[config.mk]
export PLATFORM = sky130hd
export DESIGN_NAME = alu_seq
export DESIGN_NICKNAME = d
export VERILOG_FILES = /design/src/rtl/alu_seq.sv
export SDC_FILE = /design/constraint.sdc
export NUM_CORES = 1
export LEC_CHECK = 0
export ABC_CLOCK_PERIOD_IN_PS = 2700
export BUFFER_PORTS_ARGS = -buffer_cell sky130_fd_sc_hd__buf_4
export CORE_ASPECT_RATIO = 2
export CORE_MARGIN = 5
export CORE_UTILIZATION = 36
export CTS_BUF_LIST = sky130_fd_sc_hd__clkbuf_16
export DETAILED_ROUTE_END_ITERATION = 10
export SYNTH_ARGS = -nofsm -noshare
export SYNTH_HDL_FRONTEND = slang
export SYNTH_SLANG_ARGS = --single-unit
[constraint.sdc]
create_clock -name clk -period 2.7 [get_ports clk]
set_input_delay 0.54 -clock clk [delete_from_list [all_inputs] [get_ports clk]]
set_output_delay 0.54 -clock clk [all_outputs]
set_load 0.01 [all_outputs]
[src/rtl/alu_seq.sv]
// alu_seq: handshaked execute-stage ALU with registered single-cycle ops and an iterative mul/div engine.
// Build option: define ALU_MULDIV_EN to build the MUL/DIVU/REMU engine; otherwise those codes return 0 in one cycle.
module alu_seq #(
  parameter  int WIDTH = 16,
  localparam int CNTW  = $clog2(WIDTH)
) (
  input  logic             clk,
  input  logic             rst_n,
  input  logic             in_valid,
  output logic             in_ready,
  input  logic [WIDTH-1:0] A,
  input  logic [WIDTH-1:0] B,
  input  logic             Cin,
  input  logic [3:0]       Op,
  input  logic             invA,
  input  logic             invB,
  input  logic             sign,
  output logic             out_valid,
  input  logic             out_ready,
  output logic [WIDTH-1:0] Out,
  output logic             Ofl,
  output logic             zero,
  output logic             div0
);

  // state | meaning
  // IDLE  | waiting for an operation
  // BUSY  | mul/div engine stepping, one iteration per cycle
  // DONE  | result held on Out until out_ready
  typedef enum logic [1:0] {S_IDLE, S_BUSY, S_DONE} state_t;

  localparam logic [3:0] OP_ROL = 4'h0, OP_ROR = 4'h1, OP_SLL = 4'h2, OP_SRA = 4'h3,
                         OP_SRL = 4'h4, OP_MUL = 4'h5, OP_DIVU = 4'h6, OP_REMU = 4'h7,
                         OP_ADD = 4'h8, OP_OR = 4'h9, OP_XOR = 4'hA, OP_AND = 4'hB,
                         OP_SCO = 4'hC, OP_SLE = 4'hD, OP_SLT = 4'hE, OP_SEQ = 4'hF;

  state_t           state, state_n;
  logic             accept, is_multi, last_step;
  logic [WIDTH-1:0] a, b, sc_res, eng_res, out_r;
  logic [CNTW-1:0]  sh;
  logic [WIDTH:0]   sum;
  logic             add_ovf, sc_ofl, eng_div0, ofl_r, div0_r;

  assign a  = invA ? ~A : A;
  assign b  = invB ? ~B : B;
  assign sh = b[CNTW-1:0];

  always_comb begin
    sum     = {1'b0, a} + {1'b0, b} + {{WIDTH{1'b0}}, Cin};
    add_ovf = (a[WIDTH-1] == b[WIDTH-1]) && (sum[WIDTH-1] != a[WIDTH-1]);
    sc_res  = '0;
    sc_ofl  = 1'b0;
    case (Op)
      OP_ROL:  sc_res = (a << sh) | (a >> (WIDTH - int'(sh)));
      OP_ROR:  sc_res = (a >> sh) | (a << (WIDTH - int'(sh)));
      OP_SLL:  sc_res = a << sh;
      OP_SRA:  sc_res = $unsigned($signed(a) >>> sh);
      OP_SRL:  sc_res = a >> sh;
      OP_ADD: begin
        sc_res = sum[WIDTH-1:0];
        sc_ofl = sign ? add_ovf : sum[WIDTH];
      end
      OP_OR:   sc_res = a | b;
      OP_XOR:  sc_res = a ^ b;
      OP_AND:  sc_res = a & b;
      OP_SCO:  sc_res[0] = sum[WIDTH];
      OP_SLE:  sc_res[0] = sign ? ($signed(a) <= $signed(b)) : (a <= b);
      OP_SLT:  sc_res[0] = sign ? ($signed(a) < $signed(b)) : (a < b);
      OP_SEQ:  sc_res[0] = (a == b);
      default: sc_res = '0;
    endcase
  end

`ifdef ALU_MULDIV_EN
  // MUL reuses eng_a as shifting multiplicand, eng_b as multiplier, eng_acc as product.
  // DIVU/REMU reuse eng_a as dividend/quotient shifter, eng_b as divisor, eng_acc as remainder.
  logic [WIDTH-1:0] eng_a, eng_b, eng_acc, mul_acc_n, quo_n, rem_n, rem_sub;
  logic [WIDTH:0]   rem_sh;
  logic [1:0]       eng_op;
  logic [CNTW-1:0]  cnt;
  logic             q_bit, eng_bz;

  assign is_multi = (Op == OP_MUL) || (Op == OP_DIVU) || (Op == OP_REMU);

  always_comb begin
    mul_acc_n = eng_acc + (eng_b[0] ? eng_a : '0);
    rem_sh    = {eng_acc, eng_a[WIDTH-1]};
    q_bit     = rem_sh >= {1'b0, eng_b};
    rem_sub   = rem_sh[WIDTH-1:0] - eng_b;
    rem_n     = q_bit ? rem_sub : rem_sh[WIDTH-1:0];
    quo_n     = {eng_a[WIDTH-2:0], q_bit};
    case (eng_op)
      2'b01:   eng_res = mul_acc_n;
      2'b10:   eng_res = quo_n;
      default: eng_res = rem_n;
    endcase
  end

  assign last_step = (cnt == CNTW'(WIDTH - 1));
  // a zero divisor naturally yields all-ones quotient and remainder = a; only the flag is extra
  assign eng_div0  = eng_bz & eng_op[1];

  always_ff @(posedge clk or negedge rst_n) begin
    if (!rst_n) begin
      eng_a   <= '0;
      eng_b   <= '0;
      eng_acc <= '0;
      eng_op  <= '0;
      eng_bz  <= 1'b0;
      cnt     <= '0;
    end else if (accept && is_multi) begin
      eng_a   <= a;
      eng_b   <= b;
      eng_acc <= '0;
      eng_op  <= Op[1:0];
      eng_bz  <= (b == '0);
      cnt     <= '0;
    end else if (state == S_BUSY) begin
      cnt <= cnt + CNTW'(1);
      if (eng_op == 2'b01) begin
        eng_acc <= mul_acc_n;
        eng_a   <= eng_a << 1;
        eng_b   <= eng_b >> 1;
      end else begin
        eng_acc <= rem_n;
        eng_a   <= quo_n;
      end
    end
  end
`else
  assign is_multi  = 1'b0;
  assign eng_res   = '0;
  assign last_step = 1'b1;
  assign eng_div0  = 1'b0;
`endif

  always_comb begin
    state_n   = state;
    in_ready  = 1'b0;
    out_valid = 1'b0;
    case (state)
      S_IDLE: in_ready = 1'b1;
      S_BUSY: if (last_step) state_n = S_DONE;
      S_DONE: begin
        out_valid = 1'b1;
        in_ready  = out_ready;
        if (out_ready) state_n = S_IDLE;
      end
      default: state_n = S_IDLE;
    endcase
    accept = in_valid & in_ready;
    if (accept) state_n = is_multi ? S_BUSY : S_DONE;
  end

  always_ff @(posedge clk or negedge rst_n) begin
    if (!rst_n) begin
      state  <= S_IDLE;
      out_r  <= '0;
      ofl_r  <= 1'b0;
      div0_r <= 1'b0;
    end else begin
      state <= state_n;
      if (accept && !is_multi) begin
        out_r  <= sc_res;
        ofl_r  <= sc_ofl;
        div0_r <= 1'b0;
      end else if (state == S_BUSY && last_step) begin
        out_r  <= eng_res;
        ofl_r  <= 1'b0;
        div0_r <= eng_div0;
      end
    end
  end

  assign Out  = out_r;
  assign Ofl  = ofl_r;
  assign zero = (out_r == '0);
  assign div0 = div0_r;

endmodule

==> results of run 1 <==
==> worst register-to-register path: stages, from the launching register on <==
cell	delay [ps]
dfrtp_1	370
nand2b_1	160
nand2_1	270
buf_12	260
a32oi_1	250
o31ai_1	140
a221oi_1	270
o21a_1	200
a41oi_2	120
==> layout make-up <==
type	count	share of cell area [%]
multi-input cells	745	60.1
repair buffers	388	30.6
flip-flops and latches	18	4.32
well taps	207	2.49
inverters	45	1.67
clock buffers	3	0.721
clock inverters	1	0.0360
diodes	1	0.0240
==> logic make-up after synthesis <==
kind of cell	after synthesis
XOR/XNOR	85
buffers and inverters	107
multiplexers	58
adder cells (fa/ha/maj)	52
flip-flops	18
other	1
AO/OA/AOI/OAI	271
AND/OR/NAND/NOR	278
==> per-stage QoR <==
step / hold slack (ps) / utilization, %
global route: 170 / 62.1
CTS: 161 / 58.4
floorplan: 244 / -
global placement: 431 / 53.5
detailed placement: 438 / 53.5
finish: 158 / 62.1
==> synth_stat cells, types with 8 or more instances <==
cell | number | area share (%)
nor3_1 | 25 | 2.0
inv_1 | 41 | 2.5
nand2_1 | 80 | 4.9
o21ai_0 | 49 | 4.0
xor2_1 | 47 | 6.7
dfrtp_1 | 18 | 7.3
o22ai_1 | 15 | 1.5
nor2_1 | 91 | 5.6
a31oi_1 | 10 | 1.0
buf_2 | 12 | 0.98
a211oi_1 | 21 | 2.6
nor2b_1 | 11 | 1.1
nand3_1 | 20 | 1.6
nor4_1 | 13 | 1.3
a32oi_1 | 9 | 1.3
ha_1 | 50 | 10
clkbuf_1 | 39 | 2.4
o211ai_1 | 8 | 0.98
o221ai_1 | 9 | 1.3
nand2b_1 | 11 | 1.1
a21oi_1 | 67 | 5.5
mux2i_1 | 45 | 7.3
xnor2_1 | 34 | 4.9
==> how the worst max path moves through the flow <==
stage | from | end | slack [ps]
floorplan | invA | Out[6] | -920
finish | B[0] | Out[6] | -350
global placement | invA | Out[6] | -760
global route | B[0] | Out[2] | -420
detailed placement | invA | Out[6] | -790
CTS | B[0] | Out[6] | -340
==> state kept, by name, indices dropped and copies added, names as in the netlist <==
| register | count |
|---|---|
| state | 1 |
| Ofl | 1 |
| Out | 16 |
==> metal layers <==
layer | global-route usage (%) | vias to the layer above | part of all wire [%]
met5 | 0 | - | 0.058
met3 | 4.05 | 214 | 6.0
met4 | 30.2 | 2 | 12
met1 | 33.0 | 4018 | 32
li1 | - | 3854 | -
met2 | 57.5 | 492 | 50
==> timing repair <==
action | CTS | global route
pin swaps | 52 | 45
endpoints found under the setup margin | 17 | 17
gates cloned | 1 | 1
setup buffers | 13 | 19
hold endpoints to repair | 0 | 0
hold buffers | 0 | 0
resized for setup | 120 | 86
==> power groups by stage <==
stage	combinational, uW	clock (uW)	sequential (uW)
final	3620	311	340
after floorplan	1490	0	334
after CTS	3240	312	337
after global placement	2920	0	341
after global routing	3800	322	340
after detailed placement	2940	0	341
==> qor.yml, run 1 <==
grt_util_all_layers_pct: 33.2
layout_common_cells: "buf_4 (353), nor2_1 (84), nand2_1 (76), a21oi_1 (51), ha_1 (41)"
cts-root-buf: "clkbuf_16"
swShare_pct: 48.3
p_seq_share_pct: 8.0
violations: "setup timing"
first_global_vias: 8437
syn_nets: 966
final_max_slew_viol_count: 0
r2r_end: "Out[12]"
power_density_nw_per_um2: 410
path_clk_slew_ps: 60
avgRoutedWirePerCell_um: 24.3
worst_slew_pin_slew_ps: 706
overflow: 0
maxSlewHeadroom_pct: 52.5
hold_class: "primary input to asynchronous set/reset pin"
p_switching_uw: 2060
syn_inst: 870
crit_top_cell: "fa_2"
final-seq-area_um2: 450
drt-initial-drc-count: 651
setup_viol: 16
die_w_um: 102
avgSynthCellArea_um2: 7.06
die_area_um2: 19900
synth_compound_area_share_pct: 30.0
preCtsSetupSlack_ps: -787
dr.pass1.iters: 6
fmax_mhz: 328
synth_cell_types: 75
finalCritPeriodShare_pct: 113
grt_pass1_wl_um: 49400
grt_setup_unrepaired: "yes"
yosysWarningCount: 0
synth_top_family_by_area: "compound AO/OA/AOI/OAI gates"
design_area_um2: 10400
htree_levels: 1
port_buffers: 63
critPathRequiredTime_ps: 2840
cts_tree: "built"
final_layout_size_suffix_gt1_share_pct: 44.9
crit_path_end_kind: "flop"
synthSimpleGateAreaFrac_pct: 20.7
cts_made_buffers: 3
yosysSeqAreaShare_pct: 7.34
initial_core_util_pct: 36.6
worstRegToRegCells: 8
leakage_uw: 0.00464
synthMuxAreaShare_pct: 11.1
coreArea_um2: 16800
crit_cells: 13
row_count: 67
path_class: "primary input to flop"
nFillCells: 1506
vias: 8580
fin_crit_ps: 3050
ys_seq_elements: 18
critPathSlowestCell: "fa_2"
power_uw: 4270
clockBufferDepth: 2
ys_async_sr_fraction_pct: 100
dp_hpwl_um: 26800
grt_max_degree: 29
synth_edf_count: 0
clock_power_share_pct: 7.3
ys.flop_type: "dfrtp_1"
p_int_uw: 2210
yosys.area_share.xor_xnor_pct: 12.6
max_stage_delay_ps: 410
cp.arrival_ps: 3190
clock_sinks: 18
cp.buffers_inverters: 2
layout_commonest_cell: "buf_4"
path_cells: "buf_8 -> xor2_4 -> fa_2 -> fa_2 -> nor2b_4 -> o311ai_4 -> a21oi_2 -> xnor2_1 -> buf_4 -> nor2_2 -> a311oi_2 -> nand4_1 -> a221o_1"
path_max_fanout: 3
avgViaCountPerCell: 6.09
hold_violations: 0
final_nets: 1297
startpoint_type: "primary input"
post-place-cells: 1370
drc: 0
clk_latency_ps: 250
die_h_um: 195
antenna_found_initial: 2
r2r_setup_slack_ps: 530
routed_wl_um: 34300
finalSetupTns_ps: -3160
max-cap-violations: 0
ir_drop_mv: 0.205
ant_nets: 0
placed_area_um2: 8970
crit-reg2reg-launch: "state[1]"
combPwrFrac_pct: 84.8
status: "finished with violations"
multi_input_area_um2: 6260
io-pin-count: 65
synthAdderAreaFrac_pct: 10.8
area_growth_pct: 69.7
syn_area_um2: 6140
place_congestion: 1.08
stdcell_count: 1408
skew_ps: 0.832
worst_slack_ps: -353
cp_top_family: "compound AO/OA/AOI/OAI gates"
Power figures use the tool's default switching activity.
==> run 2, diff against run 1 <==
- CORE_UTILIZATION: 36 -> 65
- MAX_ROUTING_LAYER: default -> met4
- PLACE_DENSITY: default -> 0.87
- SKIP_LAST_GASP: default -> 1
==> run 2 against run 1 <==
  * The run now fails in clock tree synthesis (4_1_cts)
  * Area after synthesis did not move
  * Synthesized cell count did not move
==> qor.yml, run 2 <==
yosysWarningCount: 0  # unchanged
dp_hpwl_um: 28000  # was 26,800 um
synth_edf_count: 0  # unchanged
cts_made_buffers: 3  # unchanged
error: "[ERROR DPL-0038] Utilization greater than 100%, impossible to legalize"
ys_top_cells_by_count: "nor2_1 (91), nand2_1 (80), a21oi_1 (67), ha_1 (50), o21ai_0 (49)"  # unchanged
syn_area_um2: 6140  # unchanged
synthSimpleGateAreaFrac_pct: 20.7  # unchanged
yosysSeqAreaShare_pct: 7.34  # unchanged
row_count: 50  # was 67
synth_area_leader_cell: "ha_1"  # unchanged
initial_core_util_pct: 65.9  # was 36.6%
synth_top_family_by_area: "compound AO/OA/AOI/OAI gates"  # unchanged
status: "aborted with a tool error"  # was finished with violations
yosysMostFrequentCell: "nor2_1"  # unchanged
ys_seq_elements: 18  # unchanged
port_buffers: 63  # unchanged
synth_cell_types: 75  # unchanged
io-pin-count: 65  # unchanged
cts_resized: 205  # was 120
die_h_um: 147  # was 195 um
ys_async_sr_fraction_pct: 100  # unchanged
place_congestion: 1.29  # was 1.08
syn_inst: 870  # unchanged
synth.area.top_cells: "ha_1 (10%), dfrtp_1 (7.3%), mux2i_1 (7.3%), xor2_1 (6.7%), nor2_1 (5.6%)"  # unchanged
clock_sinks: 18  # unchanged
cts-root-buf: "clkbuf_16"  # unchanged
ys.flop_type: "dfrtp_1"  # unchanged
cts_hold_buffers: 0  # unchanged
die_w_um: 78.7  # was 102 um
synth_compound_area_share_pct: 30.0  # unchanged
avgSynthCellArea_um2: 7.06  # unchanged
synth.top_cell.area_share_pct: 10.2  # unchanged
synthAdderAreaFrac_pct: 10.8  # unchanged
syn_nets: 966  # unchanged
yosys.area_share.xor_xnor_pct: 12.6  # unchanged
synthMuxAreaShare_pct: 11.1  # unchanged
htree_levels: 1  # unchanged
cts_setup_buffers: 20  # was 13
clockBufferDepth: 2  # unchanged
lastStage: "clock tree synthesis (4_1_cts)"
[run 2: kinds of logic after synthesis]
| family | count (synthesis) |
|---|---|
| AO/OA/AOI/OAI | 271 |
| buffers and inverters | 107 |
| other | 1 |
| AND/OR/NAND/NOR | 278 |
| XOR/XNOR | 85 |
| adder cells (fa/ha/maj) | 52 |
| flip-flops | 18 |
| multiplexers | 58 |
[run 2: stage by stage]
step	setup TNS [ps]	cells	area [um^2]	worst slack, ps
after floorplan	-10380	870	6330	-919
after global placement	-9320	1241	8570	-692
after detailed placement	-14170	1241	8570	-1220
==> run 3, diff against run 2 <==
- CORE_ASPECT_RATIO: 2 -> default
- CORE_UTILIZATION: 65 -> 40
- CTS_BUF_LIST: sky130_fd_sc_hd__clkbuf_16 -> default
- MAX_ROUTING_LAYER: met4 -> default
- PLACE_DENSITY: 0.87 -> default
- PLACE_DENSITY_LB_ADDON: default -> 0.15
==> run 3 against run 2 <==
  * The flow now finishes, with violations (setup timing)
==> qor.yml, run 3 (same netlist as run 1, synthesis figures left out) <==
status: "finished with violations"  # was aborted with a tool error
violations: "setup timing"
io-pin-count: 65  # unchanged
avgRoutedWirePerCell_um: 23.5
final_max_slew_viol_count: 0
avgViaCountPerCell: 6.21
p_switching_uw: 2020
crit_top_cell: "fa_2"
place_congestion: 1.10  # was 1.29
cts-root-buf: "clkbuf_16"  # unchanged
cts_made_buffers: 3  # unchanged
layout_common_cells: "buf_4 (361), nor2_1 (85), nand2_1 (78), a21oi_1 (52), ha_1 (47)"
grt_setup_unrepaired: "yes"
die_h_um: 134  # was 147 um
layout_commonest_cell: "buf_4"
die_area_um2: 17900
cp.arrival_ps: 3170
placed_area_um2: 8970  # was 8570 um^2
dp_hpwl_um: 26000  # was 28,000 um
fin_crit_ps: 3030
htree_levels: 1  # unchanged
grt_pass1_wl_um: 48500
path_max_fanout: 4
p_seq_share_pct: 7.9
clk_latency_ps: 250
hold_class: "primary input to asynchronous set/reset pin"
critPathSlowestCell: "fa_2"
p_int_uw: 2200
worst_slack_ps: -332
worst_slew_pin_slew_ps: 722
initial_core_util_pct: 40.5  # was 65.9%
row_count: 45  # was 50
vias: 8641
ir_drop_mv: 0.230
overflow: 0
power_density_nw_per_um2: 407
die_w_um: 134  # was 78.7 um
grt_max_degree: 29
max-cap-violations: 0
drt-initial-drc-count: 1345
startpoint_type: "primary input"
design_area_um2: 10400
first_global_vias: 8051
port_buffers: 63  # unchanged
final_layout_size_suffix_gt1_share_pct: 45.2
path_cells: "buf_12 -> xor2_4 -> fa_2 -> fa_2 -> nor2b_4 -> o311ai_4 -> a21oi_4 -> xnor2_1 -> nor2_1 -> a311oi_1 -> nand4_1 -> a221o_1"
finalCritPeriodShare_pct: 112
max_stage_delay_ps: 400
critPathRequiredTime_ps: 2840
maxSlewHeadroom_pct: 51.5
nFillCells: 1329
antenna_found_initial: 0
num_antenna_cells: 0
skew_ps: 6.49
clock_power_share_pct: 7.4
final_util_pct: 68.4
crit_path_end_kind: "flop"
coreArea_um2: 15100
hold_violations: 0
cts_tree: "built"
combPwrFrac_pct: 84.7
largest_register_ff_count: 16
area_growth_pct: 68.7
routed_wl_um: 32700
fmax_mhz: 330
finalSetupTns_ps: -2740
swShare_pct: 47.9
leakage_uw: 0.00460
clockBufferDepth: 2  # unchanged
power_uw: 4220
preCtsSetupSlack_ps: -830  # was -1220 ps
dr.pass1.iters: 8
drc: 0
ant_nets: 0
clock_sinks: 18  # unchanged
setup_viol: 17
final_nets: 1301
path_class: "primary input to flop"
path_clk_slew_ps: 60
grt_util_all_layers_pct: 35.1
run 3: power by group through the flow:
stage	Clock [uW]	Combinational (uW)	Sequential, uW
global placement	0	2940	337
CTS	308	3270	332
finish	311	3570	334
floorplan	0	1490	334
global route	324	3760	336
detailed placement	0	2930	337
run 3: worst max-delay path: cells and delay by family:
family | cells | cell delay, ps
AND/OR/NAND/NOR | 3 | 370
XOR/XNOR | 2 | 380
adder cells (fa/ha/maj) | 2 | 790
buffers and inverters | 1 | 110
AO/OA/AOI/OAI | 4 | 970
run 3: final timing paths:
check,cells past startpoint,to,from,slack (ps)
setup / recovery,12,Out[6],invB,-330
hold / removal,1,Out[1],rst_n,160
setup reg to reg,7,Out[11],state[1],580
hold reg to reg,1,Out[3],Out[3],560
max in group asynchronous,1,Out[15],rst_n,2310
min in group clk,2,state[1],in_valid,510
run 3: per-layer routing:
layer / global-route usage (%) / vias up / wire length [um]
met1: 48.7 / 4131 / 13000
met3: 6.83 / 89 / 3910
met2: 54.1 / 552 / 14300
met5: 0 / - / 0
met4: 12.6 / 0 / 1530
li1: - / 3869 / -
run 3: cell type report:
type / instances / area (um^2) / share of cell area, %
multi-input combinational: 745 / 6220 / 60.0
inverter: 45 / 175 / 1.69
clock buffer: 3 / 75.1 / 0.725
tap: 188 / 235 / 2.27
sequential: 18 / 450 / 4.35
timing repair buffer: 392 / 3200 / 30.9
run 3: through the flow:
step           instances  hold slack (ps)
6_report            1391              157
2_1_floorplan        870              244
4_1_cts             1383              161
3_5_place_dp        1355              431
5_1_grt             1391              170
3_3_place_gp        1355              434
run 3: repair_timing:
item,4_1_cts,5_1_grt
resized for setup,123,83
gates cloned,1,0
pin swaps,42,40
hold buffers,0,0
setup buffers,27,10
endpoints found under the setup margin,17,17
==> run 4, diff against run 3 <==
- BUFFER_PORTS_ARGS: -buffer_cell sky130_fd_sc_hd__buf_4 -> default
- CORE_MARGIN: 5 -> 2
- DONT_BUFFER_PORTS: default -> 1
==> run 4 against run 3 <==
  * The run still ends with setup timing left
  * Combinational power decreased by 13%
  * Via count decreased by 5.0%
  * Die area down 8.8%
  * Sequential share of layout area is 0.77 points higher
  * Register-to-register slack lost 320 ps
  * Power fell by 11%
  * Non-clock buffer count down 129
  * Wire length is 1.1% higher
==> qor.yml, run 4 (same netlist as run 1, synthesis figures left out) <==
status: "finished with violations"  # unchanged
violations: "setup timing"  # unchanged
leakage_uw: 0.00388  # was 0.00460 uW
hold_violations: 0  # unchanged
startpoint_type: "primary input"  # unchanged
final_nets: 1172  # was 1,301
setup_viol: 10  # was 17
crit-reg2reg-launch: "state[1]"  # unchanged
path_clk_slew_ps: 50  # was 60 ps
grt_util_all_layers_pct: 39.5  # was 35.1%
overflow: 0  # unchanged
path_class: "primary input to flop"  # unchanged
drt-initial-drc-count: 1037  # was 1,345
grt_setup_unrepaired: "yes"  # unchanged
crit_top_cell: "buf_4"  # was fa_2
post-place-cells: 1242  # was 1,355
avgRoutedWirePerCell_um: 26.2  # was 23.5 um
skew_ps: 4.90  # was 6.49 ps
ant_nets: 0  # unchanged
critPathRequiredTime_ps: 2830  # was 2840 ps
path_cells: "xnor2_4 -> buf_6 -> ha_4 -> buf_4 -> nor2_1 -> a311oi_1 -> a21oi_1 -> a32oi_1 -> o221ai_1 -> o31ai_1 -> buf_4 -> nand3_1"  # was buf_12 -> xor2_4 -> fa_2 -> fa_2 -> nor2b_4 -> o311ai_4 -> a21oi_4 -> xnor2_1 -> nor2_1 -> a311oi_1 -> nand4_1 -> a221o_1
final_layout_size_suffix_gt1_share_pct: 33.5  # was 45.2%
place_congestion: 1.08  # was 1.10
coreArea_um2: 15100  # about the same
crit_path_end_kind: "flop"  # unchanged
layout_common_cells: "buf_4 (250), nor2_1 (90), nand2_1 (78), a21oi_1 (56), ha_1 (48)"  # was buf_4 (361), nor2_1 (85), nand2_1 (78), a21oi_1 (52), ha_1 (47)
grt.busiest_layer: "met2"  # unchanged
max_stage_delay_ps: 410  # was 400 ps
r2r_setup_slack_ps: 260  # was 580 ps
cts_tree: "built"  # unchanged
die_area_um2: 16400  # was 17,900 um^2
dp_hpwl_um: 26600  # was 26,000 um
first_global_vias: 7756  # was 8,051
use_met1_pct: 53.3  # was 48.7%
final_max_slew_viol_count: 0  # unchanged
path_max_fanout: 29  # was 4
fin_crit_ps: 2860  # was 3030 ps
multi_input_area_um2: 5800  # was 6220 um^2
die_h_um: 128  # was 134 um
cp.arrival_ps: 3000  # was 3170 ps
largest_register_ff_count: 16  # unchanged
grt_max_degree: 54  # was 29
initial_core_util_pct: 40.7  # was 40.5%
htree_levels: 1  # unchanged
power_density_nw_per_um2: 427  # was 407 nW/um^2
maxSlewHeadroom_pct: 34.0  # was 51.5%
max-cap-violations: 0  # unchanged
finalCritPeriodShare_pct: 106  # was 112%
area_growth_pct: 43.3  # was 68.7%
cts_made_buffers: 3  # unchanged
layout_commonest_cell: "buf_4"  # unchanged
grt_pass1_wl_um: 48600  # was 48,500 um
cp.buffers_inverters: 3  # was 1
cts-root-buf: "clkbuf_16"  # unchanged
met3_usage_pct: 6.59  # was 6.83%
port_buffers: 0  # was 63
dr.pass1.iters: 6  # was 8
hold_start: "in_valid"
nFillCells: 1396  # was 1,329
clock_sinks: 18  # unchanged
drc: 0  # unchanged
final_util_pct: 58.3  # was 68.4%
final-seq-area_um2: 450  # unchanged
preCtsSetupSlack_ps: -702  # was -830 ps
ir_drop_mv: 0.221  # was 0.230 mV
cp_top_family: "compound AO/OA/AOI/OAI gates"  # unchanged
clockBufferDepth: 2  # unchanged
finalSetupTns_ps: -728  # was -2740 ps
worst_slew_pin_slew_ps: 988  # was 722 ps
routed_wl_um: 33100  # was 32,700 um
num_antenna_cells: 0  # unchanged
clk_latency_ps: 250  # about the same
worst_slack_ps: -164  # was -332 ps
stdcell_count: 1262  # was 1,391
vias: 8205  # was 8,641
row_count: 45  # unchanged
avgViaCountPerCell: 6.50  # was 6.21
hold_class: "primary input to flop"  # was primary input to asynchronous set/reset pin
critPathSlowestCell: "o31ai_1"  # was fa_2
antenna_found_initial: 0  # unchanged
holdWs_ps: 396  # was 157 ps
crit_start: "invB"  # unchanged
fmax_mhz: 349  # was 330 MHz
io-pin-count: 65  # unchanged
gr-usage-met2_pct: 62.9  # was 54.1%
die_w_um: 128  # was 134 um
[run 4: changes by cell type in the layout (fill, tap and decap cells not counted), sizes merged]
cell         before  now
inv              41   42
buf             392  262
dlygate4sd3       0    1
clkinvlp          1    0
[run 4: final timing paths]
check / end / cells past startpoint
max: Out[9] / 12
min: state[1] / 1
max reg2reg: Out[12] / 8
min reg2reg: Out[9] / 2
max in group asynchronous: Ofl / 1
min in group asynchronous: Out[14] / 1
[run 4: timing repair]
action / in CTS / in global routing
hold buffers: 1 / 0
setup buffers: 11 / 6
endpoints found under the setup margin: 16 / 17
cloned: 0 / 0
pin swaps: 21 / 30
hold endpoints to repair: 18 / 0
resized for setup: 41 / 53
[run 4: final cells by class]
cell class / instances / area share [%]
clock buffer: 3 / 0.854
inverter: 45 / 1.92
multi-input combinational: 745 / 66.0
sequential: 18 / 5.12
tap: 188 / 2.67
timing repair buffer: 263 / 23.4
[run 4: per-stage QoR]
step / area (um^2) / power (uW)
final: 8790 / 3750
after floorplan: 6330 / 1820
after global routing: 8790 / 3920
after detailed placement: 8090 / 3070
after global placement: 8090 / 3050
after CTS: 8460 / 3500
[run 4: power by group]
group	leakage, uW	switching, uW	total [uW]	internal (uW)
sequential	0.000243	55.7	352	296
clock	0.0000370	107	303	195
combinational	0.00360	1680	3100	1420
total	0.00388	1840	3750	1920
[run 4: layer usage]
metal | share of wire, % | wire length, um
met1 | 41 | 13500
met2 | 44 | 14600
met4 | 5.1 | 1680
met5 | 0 | 0
met3 | 10 | 3320
